File: src/rtl/cia_tod_access_arbiter_if.sv
// Requester and timer-register signals of the CIA TOD access arbiter.
// master = requesters plus timer model side, slave = the arbiter.
interface cia_tod_access_arbiter_if;
  logic [1:0]  req;
  logic [1:0]  we;
  logic [1:0]  alarm;
  logic [23:0] wdata0;
  logic [23:0] wdata1;
  logic [1:0]  ack;
  logic [23:0] rdata;
  logic        busy;
  logic        tod_wr;
  logic        tod_tlo;
  logic        tod_tme;
  logic        tod_thi;
  logic        tod_tcr;
  logic [7:0]  tod_dout;
  logic [7:0]  tod_din;

  modport master (
    output req, we, alarm, wdata0, wdata1, tod_din,
    input  ack, rdata, busy, tod_wr, tod_tlo, tod_tme, tod_thi, tod_tcr, tod_dout
  );

  modport slave (
    input  req, we, alarm, wdata0, wdata1, tod_din,
    output ack, rdata, busy, tod_wr, tod_tlo, tod_tme, tod_thi, tod_tcr, tod_dout
  );
endinterface

File: src/rtl/cia_tod_access_arbiter.sv
// Two-requester arbiter that turns 24-bit TOD/alarm accesses into ordered
// byte strobes (MSB first, LSB last) so reads never tear and writes never half-land.
module cia_tod_access_arbiter (
  input  logic                     clk,
  input  logic                     reset_n,
  input  logic                     clk7_en,
  cia_tod_access_arbiter_if.slave  bus
);

  typedef enum logic [2:0] {
    S_IDLE, S_CR_CLR, S_CR_SET, S_HI, S_MID, S_LO, S_CR_POST, S_DONE
  } state_t;

  typedef struct packed {
    logic        id;
    logic        we;
    logic        alarm;
    logic [23:0] wdata;
  } xfer_t;

  typedef struct packed {
    logic       wr;
    logic       tcr;
    logic       thi;
    logic       tme;
    logic       tlo;
    logic [7:0] dout;
  } strobe_t;

  state_t      state, state_nxt;
  xfer_t       cur, gnt, xn;
  strobe_t     stb, stb_nxt;
  logic        ptr;
  logic        gid;
  logic        busy;
  logic [1:0]  ack;
  logic [15:0] rd_hold;
  logic [23:0] rdata;

  // Round-robin: the pointer owner wins if requesting, otherwise the other one.
  assign gid       = bus.req[ptr] ? ptr : ~ptr;
  assign gnt.id    = gid;
  assign gnt.we    = bus.we[gid];
  assign gnt.alarm = bus.alarm[gid];
  assign gnt.wdata = gid ? bus.wdata1 : bus.wdata0;

  // Strobes are registered from the next state, so the first state's strobe
  // needs the grant data before it has been latched into cur.
  assign xn = (state == S_IDLE) ? gnt : cur;

  always_ff @(posedge clk or negedge reset_n) begin
    if (!reset_n)     state <= S_IDLE;
    else if (clk7_en) state <= state_nxt;
  end

  always_comb begin
    state_nxt = state;
    case (state)
      S_IDLE:    if (|bus.req)
                   state_nxt = !gnt.we ? S_HI : (gnt.alarm ? S_CR_SET : S_CR_CLR);
      S_CR_CLR:  state_nxt = S_HI;
      S_CR_SET:  state_nxt = S_HI;
      S_HI:      state_nxt = S_MID;
      S_MID:     state_nxt = S_LO;
      S_LO:      state_nxt = (cur.we && cur.alarm) ? S_CR_POST : S_DONE;
      S_CR_POST: state_nxt = S_DONE;
      S_DONE:    state_nxt = S_IDLE;
      default:   state_nxt = S_IDLE;
    endcase
  end

  always_comb begin
    stb_nxt = '0;
    case (state_nxt)
      S_CR_CLR, S_CR_POST: begin
        stb_nxt.tcr = 1'b1;
        stb_nxt.wr  = 1'b1;
      end
      S_CR_SET: begin
        stb_nxt.tcr  = 1'b1;
        stb_nxt.wr   = 1'b1;
        stb_nxt.dout = 8'h80;
      end
      S_HI: begin
        stb_nxt.thi  = 1'b1;
        stb_nxt.wr   = xn.we;
        stb_nxt.dout = xn.we ? xn.wdata[23:16] : 8'h00;
      end
      S_MID: begin
        stb_nxt.tme  = 1'b1;
        stb_nxt.wr   = xn.we;
        stb_nxt.dout = xn.we ? xn.wdata[15:8] : 8'h00;
      end
      S_LO: begin
        stb_nxt.tlo  = 1'b1;
        stb_nxt.wr   = xn.we;
        stb_nxt.dout = xn.we ? xn.wdata[7:0] : 8'h00;
      end
      default: stb_nxt = '0;
    endcase
  end

  always_ff @(posedge clk or negedge reset_n) begin
    if (!reset_n) begin
      stb     <= '0;
      cur     <= '0;
      ptr     <= 1'b0;
      busy    <= 1'b0;
      rd_hold <= '0;
      rdata   <= '0;
    end else if (clk7_en) begin
      stb  <= stb_nxt;
      busy <= (state_nxt != S_IDLE);
      if (state == S_IDLE && |bus.req) begin
        cur <= gnt;
        ptr <= ~gid;
      end
      // rdata only moves once the whole word is in, so readers see no partial value.
      if (!cur.we) begin
        case (state)
          S_HI:    rd_hold[15:8] <= bus.tod_din;
          S_MID:   rd_hold[7:0]  <= bus.tod_din;
          S_LO:    rdata         <= {rd_hold, bus.tod_din};
          default: ;
        endcase
      end
    end
  end

  // ack clears on the very next clk, independent of the enable.
  always_ff @(posedge clk or negedge reset_n) begin
    if (!reset_n)                          ack <= '0;
    else if (clk7_en && state_nxt == S_DONE) ack <= 2'b01 << cur.id;
    else                                   ack <= '0;
  end

  assign bus.ack      = ack;
  assign bus.busy     = busy;
  assign bus.rdata    = rdata;
  assign bus.tod_wr   = stb.wr;
  assign bus.tod_tcr  = stb.tcr;
  assign bus.tod_thi  = stb.thi;
  assign bus.tod_tme  = stb.tme;
  assign bus.tod_tlo  = stb.tlo;
  assign bus.tod_dout = stb.dout;

endmodule

File: src/flat_wrapper.sv
// flat-port wrapper written by rule: the top's interface ports become plain ports
module cia_tod_access_arbiter_flat 
  (clk, reset_n, clk7_en, bus_req, bus_we, bus_alarm, bus_wdata0, bus_wdata1, bus_tod_din, bus_ack, bus_rdata, bus_busy, bus_tod_wr, bus_tod_tlo, bus_tod_tme, bus_tod_thi, bus_tod_tcr, bus_tod_dout);
  cia_tod_access_arbiter_if bus_i ();
  input  logic clk;
  input  logic reset_n;
  input  logic clk7_en;
  input wire logic [$bits(bus_i.req)-1:0] bus_req;
  input wire logic [$bits(bus_i.we)-1:0] bus_we;
  input wire logic [$bits(bus_i.alarm)-1:0] bus_alarm;
  input wire logic [$bits(bus_i.wdata0)-1:0] bus_wdata0;
  input wire logic [$bits(bus_i.wdata1)-1:0] bus_wdata1;
  input wire logic [$bits(bus_i.tod_din)-1:0] bus_tod_din;
  output wire logic [$bits(bus_i.ack)-1:0] bus_ack;
  output wire logic [$bits(bus_i.rdata)-1:0] bus_rdata;
  output wire logic [$bits(bus_i.busy)-1:0] bus_busy;
  output wire logic [$bits(bus_i.tod_wr)-1:0] bus_tod_wr;
  output wire logic [$bits(bus_i.tod_tlo)-1:0] bus_tod_tlo;
  output wire logic [$bits(bus_i.tod_tme)-1:0] bus_tod_tme;
  output wire logic [$bits(bus_i.tod_thi)-1:0] bus_tod_thi;
  output wire logic [$bits(bus_i.tod_tcr)-1:0] bus_tod_tcr;
  output wire logic [$bits(bus_i.tod_dout)-1:0] bus_tod_dout;
  assign bus_i.req = bus_req;
  assign bus_i.we = bus_we;
  assign bus_i.alarm = bus_alarm;
  assign bus_i.wdata0 = bus_wdata0;
  assign bus_i.wdata1 = bus_wdata1;
  assign bus_i.tod_din = bus_tod_din;
  assign bus_ack = bus_i.ack;
  assign bus_rdata = bus_i.rdata;
  assign bus_busy = bus_i.busy;
  assign bus_tod_wr = bus_i.tod_wr;
  assign bus_tod_tlo = bus_i.tod_tlo;
  assign bus_tod_tme = bus_i.tod_tme;
  assign bus_tod_thi = bus_i.tod_thi;
  assign bus_tod_tcr = bus_i.tod_tcr;
  assign bus_tod_dout = bus_i.tod_dout;
  cia_tod_access_arbiter u_core (.clk(clk), .reset_n(reset_n), .clk7_en(clk7_en), .bus(bus_i));
endmodule
File: config.mk
export PLATFORM = sky130hd
export DESIGN_NAME = cia_tod_access_arbiter_flat
export DESIGN_NICKNAME = d
export VERILOG_FILES = /design/src/rtl/cia_tod_access_arbiter_if.sv /design/src/rtl/cia_tod_access_arbiter.sv /design/src/flat_wrapper.sv
export SDC_FILE = /design/constraint.sdc
export NUM_CORES = 1
export LEC_CHECK = 0
export ABC_CLOCK_PERIOD_IN_PS = 3400
export BUFFER_PORTS_ARGS = -buffer_cell sky130_fd_sc_hd__buf_2
export CAP_MARGIN = 20
export CORE_MARGIN = 2
export CORE_UTILIZATION = 50
export DETAILED_ROUTE_END_ITERATION = 10
export PLACE_DENSITY_LB_ADDON = 0.08
export SLEW_MARGIN = 20
export SYNTH_ARGS = -nofsm -noshare
export SYNTH_HDL_FRONTEND = slang
export SYNTH_SLANG_ARGS = --single-unit
File: constraint.sdc
create_clock -name clk -period 3.4 [get_ports clk]
set_clock_uncertainty 0.2 [all_clocks]
set_input_delay 0.51 -clock clk [delete_from_list [all_inputs] [get_ports clk]]
set_output_delay 0.51 -clock clk [all_outputs]
set_load 0.02 [all_outputs]
==> results.tsv <==
metric	value	unit
run status	finished clean	
Min Hold Slack	0.193	ns
Inst Count DP	533	
CP Launch Type	flip-flop	
first-pass GRT wire length	14.3	mm
# Post-CTS Setup Buffers	0	
Final Hold Fails	0	
fmax	403	MHz
Die H	92.8	µm
post-layout util	62.3	%
vias per cell	5.43	
Total GRT Usage	21.2	%
Layout Nets	508	
Ant. Diodes	0	
hold buffers post-CTS	1	
Seq/Total Area, Yosys	55.2	%
Clock Latency Late Sink	0.36	ns
Crit path arrival time	2.48	ns
CTS H-tree depth	3	
Final Slew Violations	0	
syn avg cell area	11.7	µm²
Synth top area share	55.2	%
crit-path cells	nor3_4 -> buf_4 -> o21ai_1 -> a21oi_1 -> nor3b_1 -> a311oi_1	
drt drc	0	
CP max-delay cell	nor3b_1	
synth unique cells	43	
RSZ-0062 raised after global routing	no	
Critical Path RT	3.40	ns
Hold Path Class	input pin to flip-flop	
largest net degree at the start of global routing	53	
M3 GR Usage	3.50	%
area delta synth->final	21.3	%
# rows	32	
Post-synth EDFFs	0	
syn_nets	402	
CP Class	flip-flop to flip-flop	
#FFs+latches synth	87	
Clock transition at path regs	0.10	ns
Max Fanout on Critical Path	18	
Resized Gates After CTS	0	
die area	0.00862	mm²
asr flop ratio synth	100	%
synth top area cells	dfrtp_1 (55%), mux2_2 (12%), mux2i_1 (6.1%), o21ai_0 (4.1%), nand2_1 (3.1%)	
fin area	0.00479	mm²
Top FF cell, synth	dfrtp_1	
Setup violations, final	0	
Static Leak	2.30	nW
grt total ovfl	0	
count leader, synth	dfrtp_1	
Root Buffer	clkbuf_8	
CTS tree	done	
post-DP HPWL	6.06	mm
Synth top cells by count	dfrtp_1 (87), mux2_2 (42), nand2_1 (33)	
antenna violations before repair	0	
GR Util met2	33.2	%
period utilization	73.1	%
met1 Use GR	29.2	%
slowest cell delay on critical path	0.78	ns
CTS buffer count	9	
layout cell share with drive strength beyond 1	40.4	%
mapped cell area	0.00395	mm²
PortBufs	104	
DR iter-0 viols	82	
Tmin final	2.48	ns
Worst Max-Slew Pin Slew	0.906	ns
initial cell density of the core	51.3	%
Placed Area	0.00458	mm²
Bufs on Longest Clock Path	2	
max_slew headroom	39.5	%
Yosys top cell by area	dfrtp_1	
Cell Pwr Density	861	mW/mm²
DIE WIDTH	92.8	µm
routed len/inst	15.4	µm
IO Count	105	
Clock Sinks	87	
RD Place Congestion	0.802	
final wirelength	8.49	mm
Cells after Synth	337	
first-pass iteration count of the detailed router	4	
vias	2987	
Core ar.	0.00769	mm²
yosys warns	0	
Fin Setup TNS	0	ns
Critical Path End Type	flip-flop	
grt peak-use layer	met2	
Non-Filler Instances	550	
remaining antenna violation count	0	
maximum VDD drop	0.299	mV
fillcell total	655	
number of max-cap violations	0	
vias in the first global route	2981	
==> cell usage in the layout, fill, tap and decap left out, types with 2 or more instances in the layout <==
master	netlist	final
a21oi_1	7	7
mux2_2	42	42
nand2b_1	5	5
a311oi_1	8	8
buf_4	3	9
nor2b_1	3	3
a22oi_1	7	7
mux2i_1	24	24
nand2_1	33	33
inv_8	0	2
a211o_1	7	7
and2_1	3	3
inv_1	3	3
nor2_1	20	20
o21ai_1	3	3
nor3_4	1	2
nand3_1	7	7
clkbuf_8	0	9
inv_6	0	2
o22ai_1	2	2
o21ai_0	32	32
and3_1	3	3
dfrtp_1	87	87
a31oi_1	2	2
buf_2	4	103
==> metal layers <==
metal | vias to the layer above | part of all wire [%]
met2 | 93 | 47
met4 | 0 | 2.5
met3 | 21 | 5.0
met1 | 1444 | 45
li1 | 1429 | -
met5 | - | 0
==> where the power goes <==
group          total [mW]  internal [mW]  switching [mW]
Clock               0.710          0.288           0.422
Sequential           1.83           1.50           0.324
Combinational        1.58          0.702           0.880
==> flip-flops by register name (all words and copies together), names as in the netlist <==
signal and count:
u_core.bus.tod_tlo 1, u_core.bus.busy 1, u_core.bus.tod_tme 1, u_core.bus.ack 2, u_core.bus.tod_dout 8, u_core.state 3
u_core.bus.rdata 24, u_core.ptr 1, u_core.bus.tod_wr 1, u_core.bus.tod_thi 1, u_core.rd_hold 16, u_core.cur 27
u_core.bus.tod_tcr 1
==> critical path, delay by kind of cell, from the launching register on <==
| family | cells | cell delay (ns) |
|---|---|---|
| simple gates | 2 | 0.87 |
| flops | 1 | 0.64 |
| compound gates | 3 | 0.41 |
| buf+inv | 1 | 0.21 |
==> cell type report <==
cell class | instances | area [µm²] | area share [%]
flip-flops and latches | 87 | 2180 | 45.5
multi-input cells | 229 | 1680 | 35.1
inverters | 3 | 11.3 | 0.235
repair buffers | 113 | 593 | 12.4
clock inverters | 7 | 72.6 | 1.52
well taps | 102 | 128 | 2.67
clock buffers | 9 | 124 | 2.59
==> worst paths after layout <==
path / startpoint / to / slack, ns / cells after the start
min: bus_tod_din[5] / u_core.rd_hold[13]$_DFFE_PN0P_ / 0.19 / 2
max in group asynchronous: reset_n / u_core.cur[14]$_DFFE_PN0P_ / 1.80 / 3
max: u_core.state[0]$_DFFE_PN0P_ / u_core.bus.tod_dout[0]$_DFFE_PN0P_ / 0.92 / 6
min in group asynchronous: reset_n / u_core.cur[26]$_DFFE_PN0P_ / 0.48 / 2
max reg2reg: u_core.state[0]$_DFFE_PN0P_ / u_core.bus.tod_dout[0]$_DFFE_PN0P_ / 0.92 / 6
min reg2reg: u_core.cur[26]$_DFFE_PN0P_ / u_core.bus.ack[0]$_DFF_PN0_ / 0.25 / 1
==> stage by stage <==
stage	power, mW	setup WS (ns)
floorplan	2.94	1.34
global placement	3.39	0.995
detailed placement	3.44	0.898
CTS	4.15	0.969
global route	4.41	0.802
finish	4.12	0.916
==> cells by family (layout without fill, tap and decap cells) <==
kind of cell | count (synthesis) | after routing | share of synthesized area (%)
multiplexers | 66 | 66 | 18.1
XOR/XNOR | 1 | 1 | 0.222
AO/OA/AOI/OAI | 76 | 76 | 12.7
buffers and inverters | 21 | 132 | 2.41
AND/OR/NAND/NOR | 86 | 86 | 11.4
flip-flops | 87 | 87 | 55.2
(Power assumes the default switching activity.)
